## config.mk

```make
export PLATFORM = sky130hd
export DESIGN_NAME = monitor_cmd_engine_flat
export DESIGN_NICKNAME = d
export VERILOG_FILES = /design/src/rtl/monitor_cmd_if.sv /design/src/rtl/monitor_cmd_engine.sv /design/src/flat_wrapper.sv
export SDC_FILE = /design/constraint.sdc
export NUM_CORES = 1
export LEC_CHECK = 0
export CELL_PAD_IN_SITES_DETAIL_PLACEMENT = 1
export CELL_PAD_IN_SITES_GLOBAL_PLACEMENT = 1
export CORE_MARGIN = 5
export CORE_UTILIZATION = 36
export DETAILED_ROUTE_END_ITERATION = 16
export PLACE_DENSITY = 0.85
export SLEW_MARGIN = 10
export SYNTH_ARGS = -nofsm -noshare
export SYNTH_HDL_FRONTEND = slang
export SYNTH_SLANG_ARGS = --single-unit
```

## constraint.sdc

```tcl
create_clock -name clk50 -period 3.89 [get_ports clk50]
set_clock_uncertainty 0.2 [all_clocks]
set_input_delay 0.9725 -clock clk50 [delete_from_list [all_inputs] [get_ports clk50]]
set_output_delay 0.9725 -clock clk50 [all_outputs]
set_load 0.005 [all_outputs]
```

## src/rtl/monitor_cmd_if.sv

```systemverilog
// Host-facing bundle for monitor_cmd_engine: receive byte stream, transmit
// handshake, UART flow control and the read-back request/acknowledge pair.
interface monitor_cmd_if #(
    parameter int MAX_PAYLOAD = 16
);
    logic [7:0]               rx_data;
    logic                     rx_valid;
    logic [7:0]               tx_data;
    logic                     tx_valid;
    logic                     tx_ready;
    logic                     uart_rts;
    logic                     uart_cts;
    logic                     rd_req;
    logic                     rd_ack;
    logic [8*MAX_PAYLOAD-1:0] rd_data;

    // Host side: feeds bytes, accepts transmit bytes, answers read requests.
    modport master (
        output rx_data, rx_valid, tx_ready, uart_rts, rd_ack, rd_data,
        input  tx_data, tx_valid, uart_cts, rd_req
    );

    modport slave (
        input  rx_data, rx_valid, tx_ready, uart_rts, rd_ack, rd_data,
        output tx_data, tx_valid, uart_cts, rd_req
    );
endinterface

```

## src/rtl/monitor_cmd_engine.sv

```systemverilog
// Byte-oriented monitor command engine: command/length header, write payload capture,
// read-back transmit. Optional inter-byte timeout enabled by defining MONITOR_TIMEOUT_EN.
module monitor_cmd_engine #(
    parameter int CMD_BYTES      = 1,
    parameter int LEN_BYTES      = 1,
    parameter int MAX_PAYLOAD    = 16,
    parameter int TIMEOUT_CYCLES = 50000
) (
    input  logic                     clk50,
    input  logic                     reset,
    monitor_cmd_if.slave             bus,
    output logic                     cmd_rw,
    output logic [8*CMD_BYTES-2:0]   cmd_id,
    output logic [8*LEN_BYTES-1:0]   data_size,
    output logic [8*MAX_PAYLOAD-1:0] cmd_data,
    output logic                     wr_strobe,
    output logic [2:0]               state,
    output logic                     err,
    output logic [1:0]               err_code
);
    localparam int CW = 8*CMD_BYTES;
    localparam int LW = 8*LEN_BYTES;
    localparam int IW = $clog2(MAX_PAYLOAD + 1);
    localparam int BW = $clog2(8*MAX_PAYLOAD);
    localparam logic [31:0] MAX_U = MAX_PAYLOAD;

    localparam logic [1:0] ERR_LEN = 2'd1;
    localparam logic [1:0] ERR_OVR = 2'd2;
    localparam logic [1:0] ERR_TO  = 2'd3;

    typedef enum logic [2:0] {
        IDLE   = 3'd0,
        CMD    = 3'd1,
        LEN    = 3'd2,
        WRITE  = 3'd3,
        RD_REQ = 3'd4,
        READ   = 3'd5,
        DRAIN  = 3'd6
    } state_t;

    state_t        state_q, state_d;
    logic [CW-1:0] cmd_sh;
    logic [1:0]    hdr_cnt;
    logic [IW-1:0] idx;
    logic [LW-1:0] drain_cnt;

    logic          strobe_d;
    logic          err_d;
    logic [1:0]    err_cause;
    logic [CW-1:0] cmd_shift;
    logic [LW-1:0] len_next;
    logic [BW-1:0] byte_base;
    logic          cmd_last, len_last, len_big, idx_last, drain_last;
    logic          tx_fire;
    logic          timeout_hit;

    // Header fields arrive MSB-byte first, so each new byte enters at the bottom.
    assign cmd_shift  = (cmd_sh << 8) | CW'(bus.rx_data);
    assign len_next   = (data_size << 8) | LW'(bus.rx_data);
    assign cmd_last   = (hdr_cnt == 2'(CMD_BYTES - 1));
    assign len_last   = (hdr_cnt == 2'(LEN_BYTES - 1));
    assign len_big    = (32'(len_next) > MAX_U);
    assign idx_last   = (32'(idx) == 32'(data_size) - 32'd1);
    assign drain_last = (drain_cnt == data_size - LW'(1));
    assign byte_base  = BW'({idx, 3'b000});

    assign bus.tx_valid = (state_q == READ);
    assign bus.tx_data  = bus.tx_valid ? cmd_data[byte_base +: 8] : 8'd0;
    assign bus.rd_req   = (state_q == RD_REQ);
    assign bus.uart_cts = !(state_q inside {CMD, LEN, WRITE, DRAIN});
    assign tx_fire      = bus.tx_valid && bus.tx_ready;
    assign state        = state_q;

`ifdef MONITOR_TIMEOUT_EN
    localparam int TW = $clog2(TIMEOUT_CYCLES + 1);
    logic [TW-1:0] to_cnt;
    logic          timed;

    assign timed       = (state_q inside {CMD, LEN, WRITE, DRAIN});
    assign timeout_hit = timed && !bus.rx_valid && (to_cnt == TW'(TIMEOUT_CYCLES - 1));

    // Any sign of life restarts the inter-byte window.
    always_ff @(posedge clk50) begin
        if (reset) begin
            to_cnt <= '0;
        end else if (!timed || bus.rx_valid || tx_fire || (state_d != state_q)) begin
            to_cnt <= '0;
        end else begin
            to_cnt <= to_cnt + 1'b1;
        end
    end
`else
    logic unused_timeout_cfg;
    assign unused_timeout_cfg = |TIMEOUT_CYCLES;
    assign timeout_hit        = 1'b0;
`endif

    always_ff @(posedge clk50) begin
        if (reset) begin
            state_q <= IDLE;
        end else begin
            state_q <= state_d;
        end
    end

    always_comb begin
        state_d   = state_q;
        strobe_d  = 1'b0;
        err_d     = 1'b0;
        err_cause = err_code;
        case (state_q)
            IDLE: begin
                if (!bus.uart_rts) state_d = CMD;
            end
            CMD: begin
                if (bus.rx_valid && cmd_last) state_d = LEN;
            end
            LEN: begin
                if (bus.rx_valid && len_last) begin
                    if (len_next == '0) begin
                        state_d = IDLE;
                    end else if (len_big) begin
                        err_d     = 1'b1;
                        err_cause = ERR_LEN;
                        state_d   = cmd_rw ? DRAIN : IDLE;
                    end else begin
                        state_d = cmd_rw ? WRITE : RD_REQ;
                    end
                end
            end
            WRITE: begin
                if (bus.rx_valid && idx_last) begin
                    state_d  = IDLE;
                    strobe_d = 1'b1;
                end
            end
            DRAIN: begin
                if (bus.rx_valid && drain_last) state_d = IDLE;
            end
            RD_REQ: begin
                if (bus.rd_ack) state_d = READ;
            end
            READ: begin
                if (tx_fire && idx_last) state_d = IDLE;
            end
            default: state_d = IDLE;
        endcase

        // The host must stay quiet while a read is in flight; its bytes are dropped.
        if ((state_q == RD_REQ || state_q == READ) && bus.rx_valid) begin
            err_d     = 1'b1;
            err_cause = ERR_OVR;
        end

        if (timeout_hit) begin
            state_d   = IDLE;
            strobe_d  = 1'b0;
            err_d     = 1'b1;
            err_cause = ERR_TO;
        end
    end

    always_ff @(posedge clk50) begin
        if (reset) begin
            cmd_sh    <= '0;
            hdr_cnt   <= '0;
            idx       <= '0;
            drain_cnt <= '0;
            cmd_rw    <= 1'b0;
            cmd_id    <= '0;
            data_size <= '0;
            cmd_data  <= '0;
            wr_strobe <= 1'b0;
            err       <= 1'b0;
            err_code  <= 2'd0;
        end else begin
            wr_strobe <= strobe_d;
            err       <= err_d;
            err_code  <= err_cause;
            case (state_q)
                CMD: begin
                    if (bus.rx_valid) begin
                        cmd_sh <= cmd_shift;
                        if (cmd_last) begin
                            {cmd_rw, cmd_id} <= cmd_shift;
                            hdr_cnt          <= '0;
                        end else begin
                            hdr_cnt <= hdr_cnt + 1'b1;
                        end
                    end
                end
                LEN: begin
                    if (bus.rx_valid) begin
                        data_size <= len_next;
                        if (len_last) begin
                            hdr_cnt   <= '0;
                            idx       <= '0;
                            drain_cnt <= '0;
                            if (state_d == WRITE) cmd_data <= '0;
                        end else begin
                            hdr_cnt <= hdr_cnt + 1'b1;
                        end
                    end
                end
                WRITE: begin
                    if (bus.rx_valid) begin
                        cmd_data[byte_base +: 8] <= bus.rx_data;
                        idx                      <= idx + 1'b1;
                    end
                end
                DRAIN: begin
                    if (bus.rx_valid) drain_cnt <= drain_cnt + 1'b1;
                end
                RD_REQ: begin
                    if (bus.rd_ack) begin
                        cmd_data <= bus.rd_data;
                        idx      <= '0;
                    end
                end
                READ: begin
                    if (tx_fire) idx <= idx + 1'b1;
                end
                default: ;
            endcase
            // Every return to IDLE, normal or aborted, leaves the counters ready for the next header.
            if (state_d == IDLE) begin
                idx       <= '0;
                hdr_cnt   <= '0;
                drain_cnt <= '0;
            end
        end
    end
endmodule

```

## src/flat_wrapper.sv

```systemverilog
// flat-port wrapper written by rule: the top's interface ports become plain ports
module monitor_cmd_engine_flat 
#(
    parameter int CMD_BYTES      = 1,
    parameter int LEN_BYTES      = 1,
    parameter int MAX_PAYLOAD    = 16,
    parameter int TIMEOUT_CYCLES = 50000
)
  (clk50, reset, cmd_rw, cmd_id, data_size, cmd_data, wr_strobe, state, err, err_code, bus_rx_data, bus_rx_valid, bus_tx_ready, bus_uart_rts, bus_rd_ack, bus_rd_data, bus_tx_data, bus_tx_valid, bus_uart_cts, bus_rd_req);
  monitor_cmd_if #(.MAX_PAYLOAD(MAX_PAYLOAD)) bus_i ();
  input  logic clk50;
  input  logic reset;
  output logic cmd_rw;
  output logic [8*CMD_BYTES-2:0] cmd_id;
  output logic [8*LEN_BYTES-1:0] data_size;
  output logic [8*MAX_PAYLOAD-1:0] cmd_data;
  output logic wr_strobe;
  output logic [2:0] state;
  output logic err;
  output logic [1:0] err_code;
  input wire logic [$bits(bus_i.rx_data)-1:0] bus_rx_data;
  input wire logic [$bits(bus_i.rx_valid)-1:0] bus_rx_valid;
  input wire logic [$bits(bus_i.tx_ready)-1:0] bus_tx_ready;
  input wire logic [$bits(bus_i.uart_rts)-1:0] bus_uart_rts;
  input wire logic [$bits(bus_i.rd_ack)-1:0] bus_rd_ack;
  input wire logic [$bits(bus_i.rd_data)-1:0] bus_rd_data;
  output wire logic [$bits(bus_i.tx_data)-1:0] bus_tx_data;
  output wire logic [$bits(bus_i.tx_valid)-1:0] bus_tx_valid;
  output wire logic [$bits(bus_i.uart_cts)-1:0] bus_uart_cts;
  output wire logic [$bits(bus_i.rd_req)-1:0] bus_rd_req;
  assign bus_i.rx_data = bus_rx_data;
  assign bus_i.rx_valid = bus_rx_valid;
  assign bus_i.tx_ready = bus_tx_ready;
  assign bus_i.uart_rts = bus_uart_rts;
  assign bus_i.rd_ack = bus_rd_ack;
  assign bus_i.rd_data = bus_rd_data;
  assign bus_tx_data = bus_i.tx_data;
  assign bus_tx_valid = bus_i.tx_valid;
  assign bus_uart_cts = bus_i.uart_cts;
  assign bus_rd_req = bus_i.rd_req;
  monitor_cmd_engine #(.CMD_BYTES(CMD_BYTES), .LEN_BYTES(LEN_BYTES), .MAX_PAYLOAD(MAX_PAYLOAD), .TIMEOUT_CYCLES(TIMEOUT_CYCLES)) u_core (.clk50(clk50), .reset(reset), .bus(bus_i), .cmd_rw(cmd_rw), .cmd_id(cmd_id), .data_size(data_size), .cmd_data(cmd_data), .wr_strobe(wr_strobe), .state(state), .err(err), .err_code(err_code));
endmodule
```

==> results.md, run 1 <==
- Status: completed
- Initial antenna violation count: 4
- Final Max Slew Viols: 0
- CTS clk-pin slew, worst paths: 0.07 ns
- EDFF count, synth: 0
- Grt peak-use layer: met2
- Period utilization: between 90% and 100%
- Maximum VDD drop: 0.000274 V
- Initial core utilization: ~36%
- Post-synth top flop: dfxtp_1
- Async SR Flop Fraction: 0%
- Die span in y: between 150 and 200 um
- Row cnt: 63
- DR WL/cell: 26.2 um
- Worst min-delay path startpoint: u_core.err_code[0]
- PortBufs: 303
- Core ar.: 29,600 um2
- Cells after synthesis: 1,277
- GR Util met2: a little under half
- Yosys reg bits: 166
- Die footprint: 33,400 um2
- WL final: between 50,000 and 60,000 um
- First-pass GRT wire length: 75,800 um
- Max-slew headroom: between 30 and 40%
- Nets@finish: 1,707
- Clock power frac: roughly two fifths
- Biggest area consumer among synthesized cells: dfxtp_1
- Synth area leaders: dfxtp_1 (31%), mux2i_1 (12%), nor2_1 (9.8%)
- Cells after DPL: between 1.5k and 2k
- M1 GR Usage: 36.7%
- Fmax: ~260 MHz
- Cell variety after synth: just under 70
- CTS tree: done
- # DRC: 0
- Post-place setup slack: -0.218 ns
- Worst hold-check path type: flop to flop
- Sequential-to-total area share from yosys stat: 30.9%
- Critical Path RT: ~2.7 ns
- Layout Cells excl Fill: 1,962
- Crit Path Category: flop to output port
- Worst Tran Pin Value: 1.01 ns
- Max Cap Viol: 0
- Final Hold Fails: 0
- Worst reg2reg setup slack: 0.38 ns
- Die Wd: 183 um
- Top-count cell post-synth: nor2_1
- Total CTS buffers: 17
- Static leakage: roughly 5.3 nW
- CTS root buf: clkbuf_16
- First drt pass iteration count: 5
- Vias in the first global route: 12.1k
- H-tree Lvls: 4
- Largest net degree at the start of global routing: 129
- Syn Area/Cell: 8.42 um2
- Ports: about 300
- Vias per cell: 5.99
- Synth top cells by count: nor2_1 (280), dfxtp_1 (166), a21oi_1 (164)
- Final WS setup: 0.0126 ns
- Worst-Skew Late Latency: 0.44 ns
- Bufs on Longest Clock Path: 2
- Worst Setup End Kind: output port
- Mapped Area: 10,800 um2
- Crit start category: flop
- Share of post-route cells with drive strength above 1: 12.4%
- Post-Synthesis Net Count: 1,428
- Yosys top cell area share: 30.9%
- Iteration-0 DRC Markers: ~1.0k
- Hold Crit Endpoint: u_core.err_code[0]
- Final setup TNS: 0 ns
- Detail Route Antenna Nets: 0
- RSZ-0062 raised after global routing: yes
- Total grt overflow: 0
- CP Max Fanout: 14
- CTS Sinks: ~170
- DP HPWL: 36,900 um
- Reg-to-Reg Start: u_core.idx[1]
- DR vias: 11.8k
- CP Data Arrival Time: 2.70 ns
- Final setup violation count: 0
- Fin crit period: between 3 and 4 ns
- Final Core Density: about half
- Capturing point of the worst reg2reg path: u_core.cmd_data[103]
- YS warnings: 0
- Global-route met3 utilization: 6.07%
- Total Routing Usage GR: approximately 29%
- Sw frac: 28.3%
- Seq pwr share: slightly above 40%
- Hold depth: 2
- Pwr per Cell Area: 298 nW/um2
- Area growth from synthesis to layout: 40.5%
- Net Switching: 1.27 mW
- Worst r2r path cells: 11
- Pint: between 3 and 4 mW
- Routability congestion estimate: about 0.88
- Power share of the combinational group: roughly 18%
## stage by stage
stage | hold WS (ns) | total power, mW | cell area [um2]
floorplan | 0.250 | 2.19 | 10800
global placement | 0.264 | 2.64 | 14300
detailed placement | 0.283 | 2.66 | 14300
CTS | 0.293 | 4.48 | 15000
global route | 0.318 | 4.63 | 15100
finish | 0.283 | 4.50 | 15100
## layer usage
layer	up-vias	wire [um]
met5	-	12
met4	2	3080
met3	158	4000
met2	606	24000
met1	5835	20300
li1	5159	-
## how the worst max path moves through the flow
stage                               from  cells past startpoint                    to
after floorplan            u_core.idx[0]                      5        bus_tx_data[0]
after global placement    bus_rx_data[0]                     11   u_core.cmd_data[42]
after detailed placement  bus_rx_data[0]                     11  u_core.cmd_data[126]
after CTS                  u_core.idx[0]                      5        bus_tx_data[7]
after global routing       u_core.idx[0]                      6        bus_tx_data[6]
final                      u_core.idx[0]                      6        bus_tx_data[6]
## power by group through the flow
stage | logic, mW | registers, mW | clock network, mW
2_1_floorplan | 0.330 | 1.86 | 0
3_3_place_gp | 0.746 | 1.89 | 0
3_5_place_dp | 0.768 | 1.90 | 0
4_1_cts | 0.782 | 1.86 | 1.84
5_1_grt | 0.834 | 1.87 | 1.92
6_report | 0.795 | 1.86 | 1.84
## logic make-up after synthesis
| logic type | Yosys count | share of synthesized area (%) |
|---|---|---|
| flops | 166 | 30.9 |
| buf+inv | 132 | 6.19 |
| simple gates | 431 | 17.5 |
| compound gates | 344 | 21.9 |
| xor+xnor | 28 | 2.28 |
| mux | 167 | 20.2 |
| fa+ha+maj | 9 | 1.05 |
## state kept, by name, summed over array words and instances, names as in the netlist
| signal | count |
|---|---|
| u_core.cmd_rw | 1 |
| u_core.err | 1 |
| u_core.wr_strobe | 1 |
| u_core.cmd_data | 128 |
| u_core.drain_cnt | 8 |
| u_core.state | 3 |
| u_core.idx | 5 |
| u_core.data_size | 8 |
| u_core.err_code | 2 |
| u_core.cmd_id | 7 |
| u_core.hdr_cnt | 2 |
## critical path: stages, from the launching register on
cell and delay (ns):
dfxtp_4 0.43, buf_12 0.19, buf_4 0.13, mux4_2 0.52, mux4_2 0.53, nor2b_1 0.19
dlygate4sd2_1 0.28
## repair_timing
item / in CTS / in global routing
endpoints found under the setup margin: 8 / 3
setup buffers: 2 / 12
cloned: 2 / 0
gates resized for setup: 6 / 6
hold buffers: 0 / 0
endpoints found under the hold margin: 0 / 0
## placed cells by master (no fill, tap or decap), types with 4 or more instances in the layout
master / n
inv_6: 4
a211oi_2: 26
mux2i_1: 126
o21ai_0: 4
dfxtp_1: 164
clkdlybuf4s50_1: 294
inv_1: 14
clkbuf_16: 17
nor3_1: 6
mux4_2: 40
and3_1: 12
xnor2_1: 21
nand3b_1: 4
nand3_1: 22
xor2_1: 7
buf_4: 57
a211oi_1: 110
nand2_1: 54
nor2_1: 280
buf_12: 17
clkinvlp_4: 4
a21oi_1: 164
nor2b_1: 23
nand2b_1: 4
ha_1: 9
## cell type report
| cell class | count | area (um2) |
|---|---|---|
| Multi-Input combinational cell | 979 | 6770 |
| Tap cell | 390 | 488 |
| Fill cell | 3422 | 14400 |
| Inverter | 14 | 52.6 |
| Timing Repair Buffer | 378 | 3850 |
| Clock buffer | 19 | 443 |
| Clock inverter | 13 | 169 |
| Sequential cell | 166 | 3330 |
| Antenna cell | 3 | 7.51 |
Power figures use the tool's default switching activity.
==> inputs of run 2 (changes only) <==
Settings changed: CELL_PAD_IN_SITES_DETAIL_PLACEMENT 1 to default, CELL_PAD_IN_SITES_GLOBAL_PLACEMENT 1 to default, CORE_UTILIZATION 36 to 48, PLACE_DENSITY 0.85 to 0.83.
==> run 2 against run 1 <==
Against the previous run: hold slack lost 0.0045 ns; sequential power is essentially flat; routed wire length shrank 15%; largest cell class unchanged.
==> results.md, run 2 (same netlist as run 1, synthesis figures left out) <==
- Status: completed (unchanged)
- N_diodes: 0 (was 3)
- Critical Path RT: 2.72 ns (about the same)
- CTS Sinks: 166 (unchanged)
- DR WL/cell: 23.8 um (was 26.2 um)
- Share of post-route cells with drive strength above 1: 11.5% (was 12.4%)
- # DRC: 0 (unchanged)
- Largest registers: u_core.cmd_data x128, u_core.data_size x8, u_core.drain_cnt x8 (unchanged)
- Nets@finish: 1,694 (was 1,707)
- Fmax: 262 MHz (was 258 MHz)
- CP Data Arrival Time: 2.64 ns (was 2.70 ns)
- Final Max Slew Viols: 0 (unchanged)
- CTS Hold Buffers Added: 0 (unchanged)
- Initial antenna violation count: 2 (was 4)
- First drt pass iteration count: 7 (was 5)
- Worst hold-check path type: flop to flop (unchanged)
- Period utilization: 98.0% (was 99.7%)
- PortBufs: 303 (unchanged)
- Crit path cell chain: buf_12 > buf_12 > buf_4 > mux4_2 > mux4_2 > nor2b_1 > dlygate4sd2_1 (was buf_12 > buf_4 > mux4_2 > mux4_2 > nor2b_1 > dlygate4sd2_1)
- Core ar.: 22,000 um2 (was 29,600 um2)
- Hold depth: 2 (unchanged)
- Cells after DPL: 1,796 (was 1,911)
- Max Cap Viol: 0 (unchanged)
- Area growth from synthesis to layout: 38.4% (was 40.5%)
- Worst reg2reg setup slack: 0.36 ns (was 0.38 ns)
- Final Hold Fails: 0 (unchanged)
- Initial core utilization: 49.0% (was 36.4%)
- Row cnt: 54 (was 63)
- Crit start category: flop (unchanged)
- Vias in the first global route: 11.0k (was 12.1k)
- CTS tree: done (unchanged)
- Maximum VDD drop: 0.000261 V (was 0.000274 V)
- Worst min-delay path startpoint: u_core.err_code[0] (unchanged)
- Buf/Inv on CP: 4 (was 3)
- Bufs on Longest Clock Path: 2 (unchanged)
- Crit Path Category: flop to output port (unchanged)
- Die span in y: 160 um (was 183 um)
- Fin crit period: 3.81 ns (was 3.88 ns)
- RSZ-0062 raised after global routing: no (was yes)
- Die Wd: 160 um (was 183 um)
- Total grt overflow: 0 (unchanged)
- Total CTS buffers: 17 (unchanged)
- Reg-to-Reg Start: u_core.idx[1] (unchanged)
- Worst path top cell family by delay: multiplexers (unchanged)
- Pwr per Cell Area: 299 nW/um2 (was 298 nW/um2)
- Max reg flops: 128 (unchanged)
- Worst Tran Pin Value: 0.942 ns (was 1.01 ns)
- Total Routing Usage GR: 32.4% (was 29.4%)
- CTS root buf: clkbuf_16 (unchanged)
- Capturing point of the worst reg2reg path: u_core.cmd_data[119] (was u_core.cmd_data[103])
- DP HPWL: 31,000 um (was 36,900 um)
- Iteration-0 DRC Markers: 1,362 (was 1,042)
- Routability congestion estimate: 0.940 (was 0.885)
- Max-slew headroom: 37.2% (was 32.7%)
- Worst Setup End Kind: output port (unchanged)
- H-tree Lvls: 4 (unchanged)
- Commonest non-fill, non-tap cell in the layout: clkdlybuf4s50_1 (unchanged)
- First-pass GRT wire length: 65,200 um (was 75,800 um)
- Hold Crit Endpoint: u_core.err_code[0] (unchanged)
- CP max stage cell: mux4_2 (unchanged)
- Vias per cell: 6.29 (was 5.99)
- Ports: 304 (unchanged)
- Most frequent cells in the layout: clkdlybuf4s50_1 (294), nor2_1 (280), a21oi_1 (164), dfxtp_1 (164), mux2i_1 (126) (unchanged)
- Largest net degree at the start of global routing: 130 (was 129)
- Static leakage: 5.25 nW (was 5.33 nW)
- CP Max Fanout: 8 (was 14)
- WL final: 43,700 um (was 51,400 um)
- Detail Route Antenna Nets: 0 (unchanged)
- Final setup violation count: 0 (unchanged)
- Top reg by flops: u_core.cmd_data (unchanged)
- Pwr Total: 4.45 mW (was 4.50 mW)
- Worst-Skew Late Latency: 0.43 ns (was 0.44 ns)
- CTS clk-pin slew, worst paths: 0.06 ns (was 0.07 ns)
- Die footprint: 25,500 um2 (was 33,400 um2)
- DR vias: 11.5k (was 11.8k)
- Worst r2r path cells: 11 (unchanged)
- Layout Cells excl Fill: 1,835 (was 1,962)
- CP peak stage delay: 0.55 ns (was 0.53 ns)
-- run 2: cell types whose count changed in the layout (fill, tap and decap cells not counted), moves of 2 or more --
| cell | change |
|---|---|
| clkdlybuf4s15_1 | -2 |
| clkinvlp_4 | -3 |
| dlygate4sd2_1 | +4 |
| clkbuf_1 | +3 |
| diode_2 | -3 |
| dlymetal6s2s_1 | -2 |
| buf_12 | +3 |
| buf_4 | -16 |
| inv_6 | -3 |
-- run 2: how the worst max path moves through the flow --
stage / slack (ns) / startpoint / to / depth (start not counted)
2_1_floorplan: 0.43 / u_core.idx[0] / bus_tx_data[0] / 5
3_3_place_gp: -0.03 / bus_rx_data[0] / u_core.cmd_data[45] / 11
3_5_place_dp: -0.13 / bus_rx_data[0] / u_core.cmd_data[119] / 11
4_1_cts: -0.009 / u_core.idx[0] / bus_tx_data[2] / 6
5_1_grt: 0.04 / u_core.idx[0] / bus_tx_data[0] / 7
6_report: 0.08 / u_core.idx[0] / bus_tx_data[0] / 7
-- run 2: through the flow --
step	setup TNS [ns]	hold slack [ns]	setup WS [ns]	cell area, um2	utilization [%]
detailed placement	-7.17	0.268	-0.126	14100	64.4
global route	0	0.318	0.0398	14900	67.8
CTS	-0.00940	0.284	-0.00940	14900	67.8
floorplan	0	0.250	0.434	10800	-
finish	0	0.279	0.0767	14900	67.8
global placement	-0.232	0.270	-0.0287	14100	64.4
-- run 2: area by class of cell --
| cell class | count | area [um2] |
|---|---|---|
| clock inverters | 8 | 146 |
| fillers | 1681 | 7070 |
| flip-flops and latches | 166 | 3330 |
| multi-input cells | 979 | 6780 |
| repair buffers | 365 | 3770 |
| inverters | 14 | 52.6 |
| clock buffers | 23 | 468 |
| well taps | 280 | 350 |
-- run 2: routing by layer --
metal	up-vias	global-route usage [%]	share of wire, %
met5	-	0	0
met4	0	18.7	6.1
met3	174	7.16	11
met2	845	50.3	45
met1	5383	41.6	37
li1	5133	-	-
-- run 2: worst min-delay path, stage by stage, from the launching register on --
cell	delay [ns]
dfxtp_1	0.32
inv_1	0.05
a211oi_1	0.05
-- run 2: what timing repair did --
item,in CTS,in global routing
endpoints found under the hold margin,0,0
endpoints found under the setup margin,8,2
resized for setup,14,1
gates cloned,1,0
setup buffers,6,1
-- run 2: power by group --
group	switching (mW)	total, mW	internal [mW]
clock network	0.726	1.83	1.11
logic	0.348	0.766	0.417
registers	0.0883	1.86	1.77
==> inputs of run 3 (changes only) <==
Settings changed: HOLD_SLACK_MARGIN from default to 0.05.
==> results of run 3 <==
No change in the layout: final DEF, timing and power equal those of run 2.
